<file path="config.mk">
export PLATFORM = sky130hd
export DESIGN_NAME = pe_inj_arbiter
export DESIGN_NICKNAME = d
export VERILOG_FILES = /design/src/rtl/pe_inj_arbiter.sv
export SDC_FILE = /design/constraint.sdc
export NUM_CORES = 1
export LEC_CHECK = 0
export CAP_MARGIN = 5
export CORE_AREA = 2 2 135 137
export CTS_CLUSTER_SIZE = 40
export DETAILED_ROUTE_END_ITERATION = 10
export DIE_AREA = 0 0 137 139
export PLACE_DENSITY = 0.84
export SYNTH_ARGS = -nofsm -noshare
export SYNTH_HDL_FRONTEND = slang
export SYNTH_SLANG_ARGS = --single-unit
</file>
<file path="constraint.sdc">
create_clock -name clk -period 10.54 [get_ports clk]
set_input_delay 1.581 -clock clk [delete_from_list [all_inputs] [get_ports clk]]
set_output_delay 1.581 -clock clk [all_outputs]
set_load 0.01 [all_outputs]
</file>
<file path="src/rtl/pe_inj_arbiter.sv">
`default_nettype none
// ============================================================================
// Module   : pe_inj_arbiter
// Purpose  : Packet-atomic round-robin sharing of one router injection port
//            among NPE processing elements, with per-VC credit flow control.
// Revision : 1.0 - initial release
// ============================================================================
module pe_inj_arbiter #(
   parameter int NPE     = 4,
   parameter int DATAW   = 63,
   parameter int VCH     = 1,
   parameter int VCHW    = 0,
   parameter int CREDITS = 4
) (
   input  logic                        clk,
   input  logic                        rst_,
   input  logic [NPE-1:0]              pe_valid,
   input  logic [NPE*(DATAW+1)-1:0]    pe_data,
   input  logic [NPE*(VCHW+1)-1:0]     pe_vch,
   output logic [NPE-1:0]              pe_ack,
   input  logic [VCH:0]                credit_in,
   output logic [DATAW:0]              odata,
   output logic                        ovalid,
   output logic [VCHW:0]               ovch,
   output logic [2:0]                  grant_id,
   output logic                        busy,
   output logic                        err
);

   localparam int FW = DATAW + 1;
   localparam int VW = VCHW + 1;
   localparam int CW = $clog2(CREDITS + 1);
   localparam int PW = (NPE > 1) ? $clog2(NPE) : 1;

   typedef enum logic [0:0] {
      S_IDLE   = 1'b0,
      S_LOCKED = 1'b1
   } state_t;

   state_t          state_q, state_d;
   logic [PW-1:0]   rr_q, rr_d;
   logic [PW-1:0]   grant_q, grant_d;
   logic [VW-1:0]   lock_vc_q, lock_vc_d;
   logic            err_q, err_d;
   logic [CW-1:0]   credit_q [VCH+1];
   logic [CW-1:0]   credit_d [VCH+1];
   logic [DATAW:0]  odata_q;
   logic            ovalid_q;
   logic [VW-1:0]   ovch_q;

   logic [DATAW:0]  flit_w [NPE];
   logic [VW-1:0]   vch_w  [NPE];
   logic [NPE-1:0]  head_w;
   logic [NPE-1:0]  tail_w;
   logic [NPE-1:0]  elig_w;
   logic [VCH:0]    cred_nz;
   logic            lock_ok;
   logic            win_found;
   logic [PW-1:0]   win_idx;
   logic [PW-1:0]   sel_idx;
   logic [NPE-1:0]  ack_w;
   logic            send_any;
   logic [DATAW:0]  out_flit;
   logic [VW-1:0]   out_vch;
   logic            proto_err;
   logic            ovf_err;

   function automatic logic [PW-1:0] nxt(input logic [PW-1:0] x);
      return (x == PW'(NPE - 1)) ? '0 : x + PW'(1);
   endfunction

   always_comb begin
      for (int v = 0; v <= VCH; v++) begin
         cred_nz[v] = (credit_q[v] != '0);
      end
   end

   // Flit type lives in the two MSBs: bit DATAW-1 marks a head, bit DATAW a tail.
   always_comb begin
      for (int i = 0; i < NPE; i++) begin
         flit_w[i] = pe_data[i*FW +: FW];
         vch_w[i]  = pe_vch[i*VW +: VW];
         head_w[i] = pe_data[i*FW + DATAW - 1];
         tail_w[i] = pe_data[i*FW + DATAW];
         elig_w[i] = 1'b0;
         for (int v = 0; v <= VCH; v++) begin
            if (pe_vch[i*VW +: VW] == VW'(v)) begin
               elig_w[i] = pe_valid[i] & cred_nz[v];
            end
         end
      end
   end

   always_comb begin
      lock_ok = 1'b0;
      for (int v = 0; v <= VCH; v++) begin
         if (lock_vc_q == VW'(v)) begin
            lock_ok = cred_nz[v];
         end
      end
   end

   always_comb begin
      int            cand;
      logic [PW-1:0] cidx;
      win_found = 1'b0;
      win_idx   = '0;
      cand      = 0;
      cidx      = '0;
      for (int k = 0; k < NPE; k++) begin
         cand = int'(rr_q) + k;
         if (cand >= NPE) begin
            cand = cand - NPE;
         end
         cidx = PW'(cand);
         if (!win_found && elig_w[cidx] && head_w[cidx]) begin
            win_found = 1'b1;
            win_idx   = cidx;
         end
      end
   end

   always_comb begin
      state_d   = state_q;
      rr_d      = rr_q;
      grant_d   = grant_q;
      lock_vc_d = lock_vc_q;
      proto_err = 1'b0;
      ack_w     = '0;
      sel_idx   = grant_q;
      case (state_q)
         S_IDLE: begin
            sel_idx = win_idx;
            if (win_found) begin
               ack_w[win_idx] = 1'b1;
               if (tail_w[win_idx]) begin
                  rr_d = nxt(win_idx);
               end else begin
                  state_d   = S_LOCKED;
                  grant_d   = win_idx;
                  lock_vc_d = vch_w[win_idx];
               end
            end
            if (|(pe_valid & ~head_w)) begin
               proto_err = 1'b1;
            end
         end
         S_LOCKED: begin
            if (pe_valid[grant_q]) begin
               if (head_w[grant_q] || (vch_w[grant_q] != lock_vc_q)) begin
                  proto_err = 1'b1;
               end else if (lock_ok) begin
                  ack_w[grant_q] = 1'b1;
                  if (tail_w[grant_q]) begin
                     state_d = S_IDLE;
                     rr_d    = nxt(grant_q);
                  end
               end
            end
         end
         default: begin
            state_d = S_IDLE;
         end
      endcase
   end

   assign send_any = |ack_w;
   assign out_flit = flit_w[sel_idx];
   assign out_vch  = vch_w[sel_idx];

   // A simultaneous send and return on one VC cancel out; a return at full saturates.
   always_comb begin
      ovf_err = 1'b0;
      for (int v = 0; v <= VCH; v++) begin
         credit_d[v] = credit_q[v];
         if (send_any && (out_vch == VW'(v)) && !credit_in[v]) begin
            credit_d[v] = credit_q[v] - CW'(1);
         end else if (credit_in[v] && !(send_any && (out_vch == VW'(v)))) begin
            if (credit_q[v] == CW'(CREDITS)) begin
               ovf_err = 1'b1;
            end else begin
               credit_d[v] = credit_q[v] + CW'(1);
            end
         end
      end
   end

   assign err_d = err_q | proto_err | ovf_err;

   always_ff @(posedge clk) begin
      if (rst_) begin
         state_q   <= S_IDLE;
         rr_q      <= '0;
         grant_q   <= '0;
         lock_vc_q <= '0;
         err_q     <= 1'b0;
         odata_q   <= '0;
         ovalid_q  <= 1'b0;
         ovch_q    <= '0;
         for (int v = 0; v <= VCH; v++) begin
            credit_q[v] <= CW'(CREDITS);
         end
      end else begin
         state_q   <= state_d;
         rr_q      <= rr_d;
         grant_q   <= grant_d;
         lock_vc_q <= lock_vc_d;
         err_q     <= err_d;
         ovalid_q  <= send_any;
         if (send_any) begin
            odata_q <= out_flit;
            ovch_q  <= out_vch;
         end
         for (int v = 0; v <= VCH; v++) begin
            credit_q[v] <= credit_d[v];
         end
      end
   end

   assign pe_ack   = ack_w;
   assign odata    = odata_q;
   assign ovalid   = ovalid_q;
   assign ovch     = ovch_q;
   assign grant_id = 3'(grant_q);
   assign busy     = (state_q == S_LOCKED);
   assign err      = err_q;

endmodule
`default_nettype wire

</file>
======== Word-level counts from Yosys, hierarchy flattened ========
Memories as Yosys holds them, arrays and structs flattened.
Cells that the tools add are included.
Widths: inputs -> output; s select.
storage, ports and cells
  memory bits (writable) .................. 6
  bits in read-only memories .............. 0
  flip-flop bits (word level) ............. 73
  output and inout port bits .............. 75
  latch bits .............................. 0
  memories kept ........................... 1
cells by class
  add/subtract/negate cells ............... 13
  equality and inequality tests ........... 11
  divide/modulo/power cells ............... 0
  bitwise operators ....................... 20
  multiplexer cells ....................... 100
  reduce and logical (&&, ||, !) cells .... 29
  magnitude comparators ................... 15
  multiply operators ...................... 0
  shift-type cells ........................ 0
memory list
  name      words  bits a word  rd ports  clocked after Yosys merged registers in  write ports  line  RTL
  credit_q  2      3            2         0                                        2            45    logic [CW-1:0] credit_q [VCH+1];
operators with widths
  kind                 number
  $bmux 64 s2          1
  $mux 64              2
  $mux 1               47
  $mux 2               17
  $bmux 1 s2           15
  $mux 3               8
  $ge 3x3->1 const B   6
  $lt 2x3->1 const B   6
  $mux 4               4
  $logic_and 1x1->1    15
  $not 2->3            3
  $and 1x1->1          8
  $pmux 4 s2           1
  $reduce_or 4->1      2
  $sub 2x1->2 const B  4
  $logic_not 1->1      7
  $add 2x2->3 const B  2
  $add 3x1->3 const B  2
  $eq 3x3->1 const B   2
  $ne 2x1->1 const B   3
  $ne 2x2->1 const B   3
  $reduce_and 6->1     1
  $reduce_bool 3->1    2
  $sub 3x1->3 const B  2
  15 further kinds     25

======== Logic depth before layout (Yosys ltp) ========
Gate-level depths: netlist of the first run.
An unclocked memory read counts as a cell.
  depth in word-level cells ............... 36
  gate-level depth with buffers ........... 16
  gate-level depth less buffers ........... 15

======== Least setup slack after synthesis of the first run ========
Ideal clock, no wire load.
  path kind ............................... input port to flip-flop
  start ................................... input port pe_vch[2]
  end ..................................... register err_q (netlist: err)
  path buffers ............................ 1
  library setup time ...................... 0.075 ns
  required time ........................... 10.465 ns
  arrival time ............................ 4.727 ns
  stages on the path ...................... 14
  slack ................................... 5.739 ns
  cell sequence ........................... clkbuf_1 nor4_1 a211o_1 o31a_1 nor2_1 inv_1 ha_1 or4_1 a22oi_4 nor2b_1 ha_1 nor4b_1 a221oi_1 a31oi_1
on the way
  cells in the longest elaborated chain, start to end .. 33
  elaborated cells on any way between the ends .. 66
RTL lines
  element                          line  RTL
  from (decl)                      19    input logic [NPE*(VCHW+1)-1:0] pe_vch,
  $mux 1 *                         87    if (pe_vch[i*VW +: VW] == VW'(v)) begin
  $bmux 1 s2                       116   if (!win_found && elig_w[cidx] && head_w[cidx]) begin
  $mux 1 (implied by the code)     116
  $logic_and 1x1->1                116
  $mux 1                           116
  $logic_not 1->1                  116
  $logic_and 1x1->1 (2 in series)  116
  $mux 1                           116
  [8 not listed]                   --
  via win_idx[1]                   59    logic [PW-1:0] win_idx;
  [8 not listed]                   --
  $logic_not 1->1                  178   end else if (credit_in[v] && !(send_any && (out_vch == VW'(v)))) begin
  $logic_and 1x1->1                178
  $mux 1                           178
  $mux 1                           176   if (send_any && (out_vch == VW'(v)) && !credit_in[v]) begin
  $mux 1                           179   if (credit_q[v] == CW'(CREDITS)) begin
  $mux 1                           178
  $mux 1 *                         176
  $or 1x1->1 *                     188   assign err_d = err_q | proto_err | ovf_err;
  to (signal assigned)             208   err_q <= err_d;
  to (decl)                        44    logic err_q, err_d;
Mark *: on every way through the listed nets, which the timed path passes. The rest lies on a longest branch. The select of a mux whose other input is x is not followed.
A chain may end at the register's enable or synchronous reset.

======== Worst setup path in the final report of the first run ========
  start ................................... input port pe_vch[0]
  end ..................................... output port pe_ack[3]
on the way
  cells in the longest elaborated chain, start to end .. 23
  elaborated cells on any way between the ends .. 41
RTL lines
  element                                                                line  RTL
  $mux 1 *                                                               87
  $bmux 1 s2                                                             116
  $mux 1 (implied by the code)                                           116
  $logic_and 1x1->1                                                      116
  $mux 1                                                                 116
  $logic_not 1->1                                                        116
  $logic_and 1x1->1 (2 in series)                                        116
  $mux 1                                                                 116
  [7 not listed]                                                         --
  $mux 2 *                                                               116
  via win_idx[0]                                                         59
  $lt 2x3->1 (implied by the code) / $ge 2x1->1 (equally long branches)  135   ack_w[win_idx] = 1'b1;
  $logic_and 1x1->1 (implied by the code)                                135
  $mux 1 (implied by the code)                                           135
  $demux 1 s2 *                                                          135
  $mux 4 *                                                               134   if (win_found) begin
  $pmux 4 s2 *                                                           131   case (state_q)
  to (decl)                                                              20    output logic [NPE-1:0] pe_ack,
Marked as above.

==> metrics.yaml, run 1 <==
power:
  power_density_nw_per_um2: 158
  p_leak_nw: 3.90
  ir_drop_mv: 0.0725
yosys:
  ys_ff_latch: 79
  yosys_warnings: 0
  syn_area_um2: 7460
  synth_nets: 1190
  async_flop_share_pct: 0
  synth.yosys.seq_area_share_pct: 21.2
  synth.distinct_cells: 60
  syn_area_per_cell_um2: 8.21
  synth_top_flop_cell: "dfxtp_1"
  synthCells: 908
  synth-edff-count: 0
die:
  core_area_um2: 17700
  initial_core_util_pct: 42.2
  io_pins: 343
  die_h_um: 139
  die_w_um: 137
  rows: 49
  die_area_um2: 19000
drt:
  vias: 8698
  ant_nets: 0
  drt-met1-wl_um: 11000
  drc: 0
  avgViaCountPerCell: 6.15
  wire_per_inst_um: 19.6
  firstDrtPassIters: 5
  maxUsedRoutingLayer: "met4"
  drt_iter0_markers: 573
  met2_length_um: 13300
  route.met3.wl_um: 2400
  drt-total-wl_um: 27700
worst_setup_path:
  slowest_stage: "clkdlybuf4s50_1"
  critPathMostFrequentCell: "clkdlybuf4s50_1"
  cp-end-kind: "output port"
  rrSetupSlack_ns: 5.78
  critPathKind: "in2out"
  cp.arrival_ns: 4.45
  required_ns: 8.96
  critPathMaxFanout: 7
  start_kind: "input port"
  cp_cell_sequence: "clkdlybuf4s50_1 -> nor4_1 -> nor4b_1 -> a211oi_2 -> nand2_1 -> inv_1 -> ha_1 -> a22o_1 -> clkdlybuf4s50_1"
  slowest_delay_ns: 0.54
  rr_worst_depth: 11
clock_network:
  root_buffer: "clkbuf_16"
  clk_pin_slew_ns: 0.06
  cts.sinks: 79
  htreeDepth: 3
  post_cts_resized: 0
  cts_buffers: 9
  cts_setup_buffers: 0
  clockBufferDepth: 2
  cts_hold_buffers: 0
  cts_tree: "done"
  clk_latency_ns: 0.34
grt:
  grt_pass1_vias: 8081
  antenna_found_initial: 1
  grt_overflow: 0
  grt_pass1_wl_um: 41600
  grt_max_degree: 80
  grt_use_total_pct: 27.0
sta:
  slew_viol_final: 0
  fin_skew_ns: 0.00803
  fin_setup_tns_ns: 0
  fmaxAchievable_mhz: 166
  post-route-min-period_ns: 6.03
  final-hold-violation-count: 0
  period_share_pct: 57.2
  finalSetupViolations: 0
  rsz0062_at_grt: "false"
  worst_pin_slew_ns: 1.06
  max_slew_margin_pct: 29.6
finish:
  area_growth_pct: 49.0
  final_common_cell: "clkdlybuf4s50_1"
  finalNetCount: 1462
  design_area_um2: 11100
  final_cell_mix: "clkdlybuf4s50_1 (341), nand3_1 (139), nand2_1 (133), mux2_2 (127), a22oi_1 (126)"
  drive_above_1_share_pct: 14.9
worst_hold_path:
  min_delay_path_depth: 1
  hp-class: "reg2reg"
placed_design:
  hpwl_um: 19300
  placed_area_um2: 10800
  gp_congestion: 0.947
  portBuffers: 341
outcome:
  status: "finished clean"
job:
  drv_cap: 0
[kinds of logic after synthesis]
logic type / count (synthesis) / share of synthesized area [%]
AOI/OAI and AO/OA: 246 / 27.1
xor gates and xnor gates: 3 / 0.352
adders and majority gates: 14 / 2.55
buffers and inverters: 107 / 7.03
DFF: 79 / 21.2
muxes: 134 / 21.1
other: 1 / 0.0503
and+or+nand+nor: 324 / 20.6
[state kept, by name (all words and copies together), names as in the netlist, 2 cells and up]
name and cells:
odata 64, grant_q 2, rr_q 2, credit_q 6
[cells in the mapped netlist (3+ instances only)]
library cell | instances | share of area (%)
nand3_1 | 139 | 9.3
a32o_1 | 63 | 8.5
buf_6 | 7 | 1.1
mux2_2 | 127 | 19
a21oi_1 | 8 | 0.54
nor4_1 | 6 | 0.50
buf_4 | 10 | 1.0
nand3b_1 | 5 | 0.50
mux4_2 | 6 | 1.8
o31ai_1 | 3 | 0.30
a2111oi_0 | 3 | 0.35
nor2_1 | 10 | 0.50
buf_2 | 26 | 1.7
ha_1 | 12 | 2.0
a31oi_1 | 3 | 0.25
nand2b_1 | 3 | 0.25
inv_1 | 18 | 0.91
xor2_1 | 3 | 0.35
and3_1 | 4 | 0.34
a22o_1 | 6 | 0.70
dfxtp_1 | 79 | 21
or4_1 | 3 | 0.30
nand2_1 | 133 | 6.7
nor4b_1 | 4 | 0.47
o21ai_0 | 5 | 0.34
a21oi_2 | 4 | 0.47
a22oi_1 | 126 | 13
clkbuf_1 | 45 | 2.3
nor3_1 | 4 | 0.27
[report_power, final]
group	switching, W	total [W]	leakage, nW	internal (W)
logic	0.000487	0.000976	3.11	0.000489
clock network	0.000133	0.000340	0.142	0.000208
registers	0.0000661	0.000444	0.650	0.000378
total	0.000686	0.00176	3.90	0.00107
[per-stage QoR]
step | hold slack, ns | cells | utilization, % | power, W | worst slack (ns)
2_1_floorplan | 0.481 | 908 | - | 0.00104 | 5.74
3_3_place_gp | 0.445 | 1398 | 61.1 | 0.00141 | 4.66
3_5_place_dp | 0.453 | 1398 | 61.1 | 0.00142 | 4.55
4_1_cts | 0.467 | 1414 | 62.9 | 0.00177 | 4.55
5_1_grt | 0.475 | 1415 | 62.9 | 0.00186 | 4.25
6_report | 0.464 | 1415 | 62.9 | 0.00176 | 4.51
[area by class of cell]
| class | instances | area [um^2] |
|---|---|---|
| flip-flops and latches | 79 | 1590 |
| fillers | 1520 | 6550 |
| diodes | 1 | 2.50 |
| repair buffers | 350 | 3480 |
| multi-input cells | 722 | 5370 |
| well taps | 229 | 287 |
| clock buffers | 11 | 233 |
| inverters | 18 | 67.6 |
| clock inverters | 5 | 82.6 |
[worst max-delay path, delay by kind of cell]
kind                       cells  cell delay, ns
and+or+nand+nor                3            0.84
adders and majority gates      1            0.18
AOI/OAI and AO/OA              2            0.61
buffers and inverters          3            1.24
[final timing paths]
kind | from | endpoint
max reg2reg | grant_q[0] | err
min reg2reg | odata[43] | odata[43]
max | pe_vch[0] | pe_ack[3]
min | odata[43] | odata[43]
[metal layers]
| metal | GRT usage, % | up-vias |
|---|---|---|
| met5 | 0 | - |
| met4 | 12.2 | 0 |
| met3 | 5.56 | 70 |
| met2 | 45.6 | 416 |
| met1 | 32.8 | 4134 |
| li1 | - | 4078 |
No activity file was read; power rests on OpenSTA's default activity.
==> run 2: changes to the inputs <==
--- a/config.mk
+++ b/config.mk
@@ -6,11 +6,11 @@
 export NUM_CORES = 1
 export LEC_CHECK = 0
 export CAP_MARGIN = 5
-export CORE_AREA = 2 2 135 137
+export CORE_MARGIN = 2
+export CORE_UTILIZATION = 39
 export CTS_CLUSTER_SIZE = 40
 export DETAILED_ROUTE_END_ITERATION = 10
-export DIE_AREA = 0 0 137 139
-export PLACE_DENSITY = 0.84
+export PLACE_DENSITY = 0.81
 export SYNTH_ARGS = -nofsm -noshare
 export SYNTH_HDL_FRONTEND = slang
 export SYNTH_SLANG_ARGS = --single-unit
==> constraint.sdc (replaced) <==
create_clock -name clk -period 4.85 [get_ports clk]
set_input_delay 0.7275 -clock clk [delete_from_list [all_inputs] [get_ports clk]]
set_output_delay 0.7275 -clock clk [all_outputs]
set_load 0.01 [all_outputs]
==> run 2 against run 1 <==
- die area is 6.3% higher
- via count is 0.87% higher
- total power is 120% higher
- global-route usage is 0.13 points lower
- clock power is 110% higher
- cell count is 0.99% higher
- first-iteration DRC count is 10% higher
- sequential share of layout area is 0.15 points lower
- cell area is 1.0% higher
- register-to-register slack worse by 5.1 ns
- critical endpoint is now credit_q[0][0]
- largest cell class unchanged
==> metrics.yaml, run 2 (same netlist as run 1, synthesis figures left out) <==
outcome:
  status: "finished clean"
sta:
  post-route-min-period_ns: 4.54
  slew_viol_final: 0
  final-hold-violation-count: 0
  finalWorstSetupSlack_ns: 0.313
  fmaxAchievable_mhz: 220
  finalSetupViolations: 0
  period_share_pct: 93.5
  worst_pin_slew_ns: 1.08
  fin_setup_tns_ns: 0
  max_slew_margin_pct: 28.0
  fin_skew_ns: 0.0135
clock_network:
  root_buffer: "clkbuf_16"
  clk_pin_slew_ns: 0.07
  cts.sinks: 79
  clk_latency_ns: 0.34
  cts_hold_buffers: 0
  htreeDepth: 3
  clockBufferDepth: 2
  cts_tree: "done"
  cts_buffers: 9
placed_design:
  portBuffers: 341
  pre_cts_ws_ns: 0.0234
  gp_congestion: 0.890
  hpwl_um: 20600
finish:
  area_growth_pct: 50.5
  finalNetCount: 1471
  final_common_cell: "clkdlybuf4s50_1"
  utilization_pct: 60.0
  final_cell_mix: "clkdlybuf4s50_1 (341), nand3_1 (139), nand2_1 (133), mux2_2 (127), a22oi_1 (126)"
  largest_reg_flops: 64
  drive_above_1_share_pct: 15.7
die:
  initial_core_util_pct: 39.9
  io_pins: 343
  die_area_um2: 20200
  core_area_um2: 18700
  rows: 50
  die_h_um: 142
  die_w_um: 142
drt:
  met2_length_um: 13800
  wire_per_inst_um: 20.1
  avgViaCountPerCell: 6.14
  drt-total-wl_um: 28700
  firstDrtPassIters: 5
  vias: 8774
  drt-met1-wl_um: 11400
  drc: 0
  maxUsedRoutingLayer: "met5"
  ant_nets: 0
  route.met3.wl_um: 2370
  drt_iter0_markers: 631
worst_hold_path:
  min_from: "odata[6]"
  hp-class: "reg2reg"
worst_setup_path:
  slowest_delay_ns: 0.62
  start_kind: "input port"
  critPathMaxFanout: 7
  critPathMostFrequentCell: "nor2_1"
  cp-end-kind: "flip-flop"
  startpoint: "pe_vch[0]"
  cp_cell_sequence: "clkdlybuf4s50_1 -> nor4b_2 -> nor4_1 -> o31a_1 -> nor2_1 -> inv_1 -> ha_1 -> or4_1 -> a22oi_4 -> nor2_1 -> ha_1 -> nor4b_1 -> or2_2 -> nor2_1 -> a21oi_1 -> nor2_1"
  required_ns: 5.06
  critPathKind: "in2reg"
  slowest_stage: "clkdlybuf4s50_1"
  cp.arrival_ns: 4.75
  r2r-start: "credit_q[0][3]"
power:
  p_leak_nw: 3.97
  power_density_nw_per_um2: 343
  ir_drop_mv: 0.193
grt:
  antenna_found_initial: 2
  grt_use_total_pct: 26.9
  grt_overflow: 0
  grt_pass1_vias: 8162
  grt_pass1_wl_um: 43400
  grt_max_degree: 94
job:
  drv_cap: 0
-- run 2: cell types whose count changed in the layout (fill, tap and decap cells not counted), moves of 2 or more --
cell        delta
buf_4          +5
buf_12         +4
clkinv_2       +2
clkinvlp_4     -2
-- run 2: stage by stage --
stage               total power (W)  hold WS [ns]  instances  cell area (um^2)
finish                      0.00385         0.461       1429             11200
global route                0.00410         0.474       1429             11200
CTS                         0.00387         0.465       1428             11200
detailed placement          0.00316         0.453       1412             10900
global placement            0.00311         0.446       1412             10900
floorplan                   0.00226         0.481        908              7460
-- run 2: final timing paths --
| check | depth (start not counted) | slack [ns] | to |
|---|---|---|---|
| max | 16 | 0.31 | credit_q[0][0] |
| min | 1 | 0.46 | odata[6] |
| max reg2reg | 15 | 0.72 | credit_q[0][0] |
| min reg2reg | 1 | 0.46 | odata[6] |
-- run 2: area by class of cell --
| cell class | count | area, um^2 |
|---|---|---|
| Timing Repair Buffer | 359 | 3600 |
| Inverter | 18 | 67.6 |
| Multi-Input combinational cell | 722 | 5380 |
| Tap cell | 234 | 293 |
| Antenna cell | 1 | 2.50 |
| Fill cell | 1645 | 7480 |
| Clock inverter | 5 | 56.3 |
| Sequential cell | 79 | 1590 |
| Clock buffer | 11 | 243 |
-- run 2: per-layer routing --
layer  vias to the layer above  track usage [%]
li1                       4104                -
met1                      4205             32.4
met2                       387             45.4
met3                        76             6.53
met4                         2             12.2
met5                         -                0
-- run 2: report_power, final --
part / total [W] / internal [W] / switching (W)
clock network: 0.000701 / 0.000414 / 0.000288
registers: 0.000998 / 0.000820 / 0.000177
logic: 0.00215 / 0.00110 / 0.00105
total: 0.00385 / 0.00234 / 0.00152
-- run 2: what timing repair did --
action,CTS,global route
buffers inserted,0,0
setup endpoints to repair,0,3
gates resized for setup,0,1
endpoints found under the hold margin,0,0
-- run 2: critical path, delay by kind of cell --
| family | cells | cell delay [ns] |
|---|---|---|
| adders and majority gates | 2 | 0.44 |
| AOI/OAI and AO/OA | 3 | 0.71 |
| buffers and inverters | 2 | 0.74 |
| and+or+nand+nor | 9 | 2.12 |
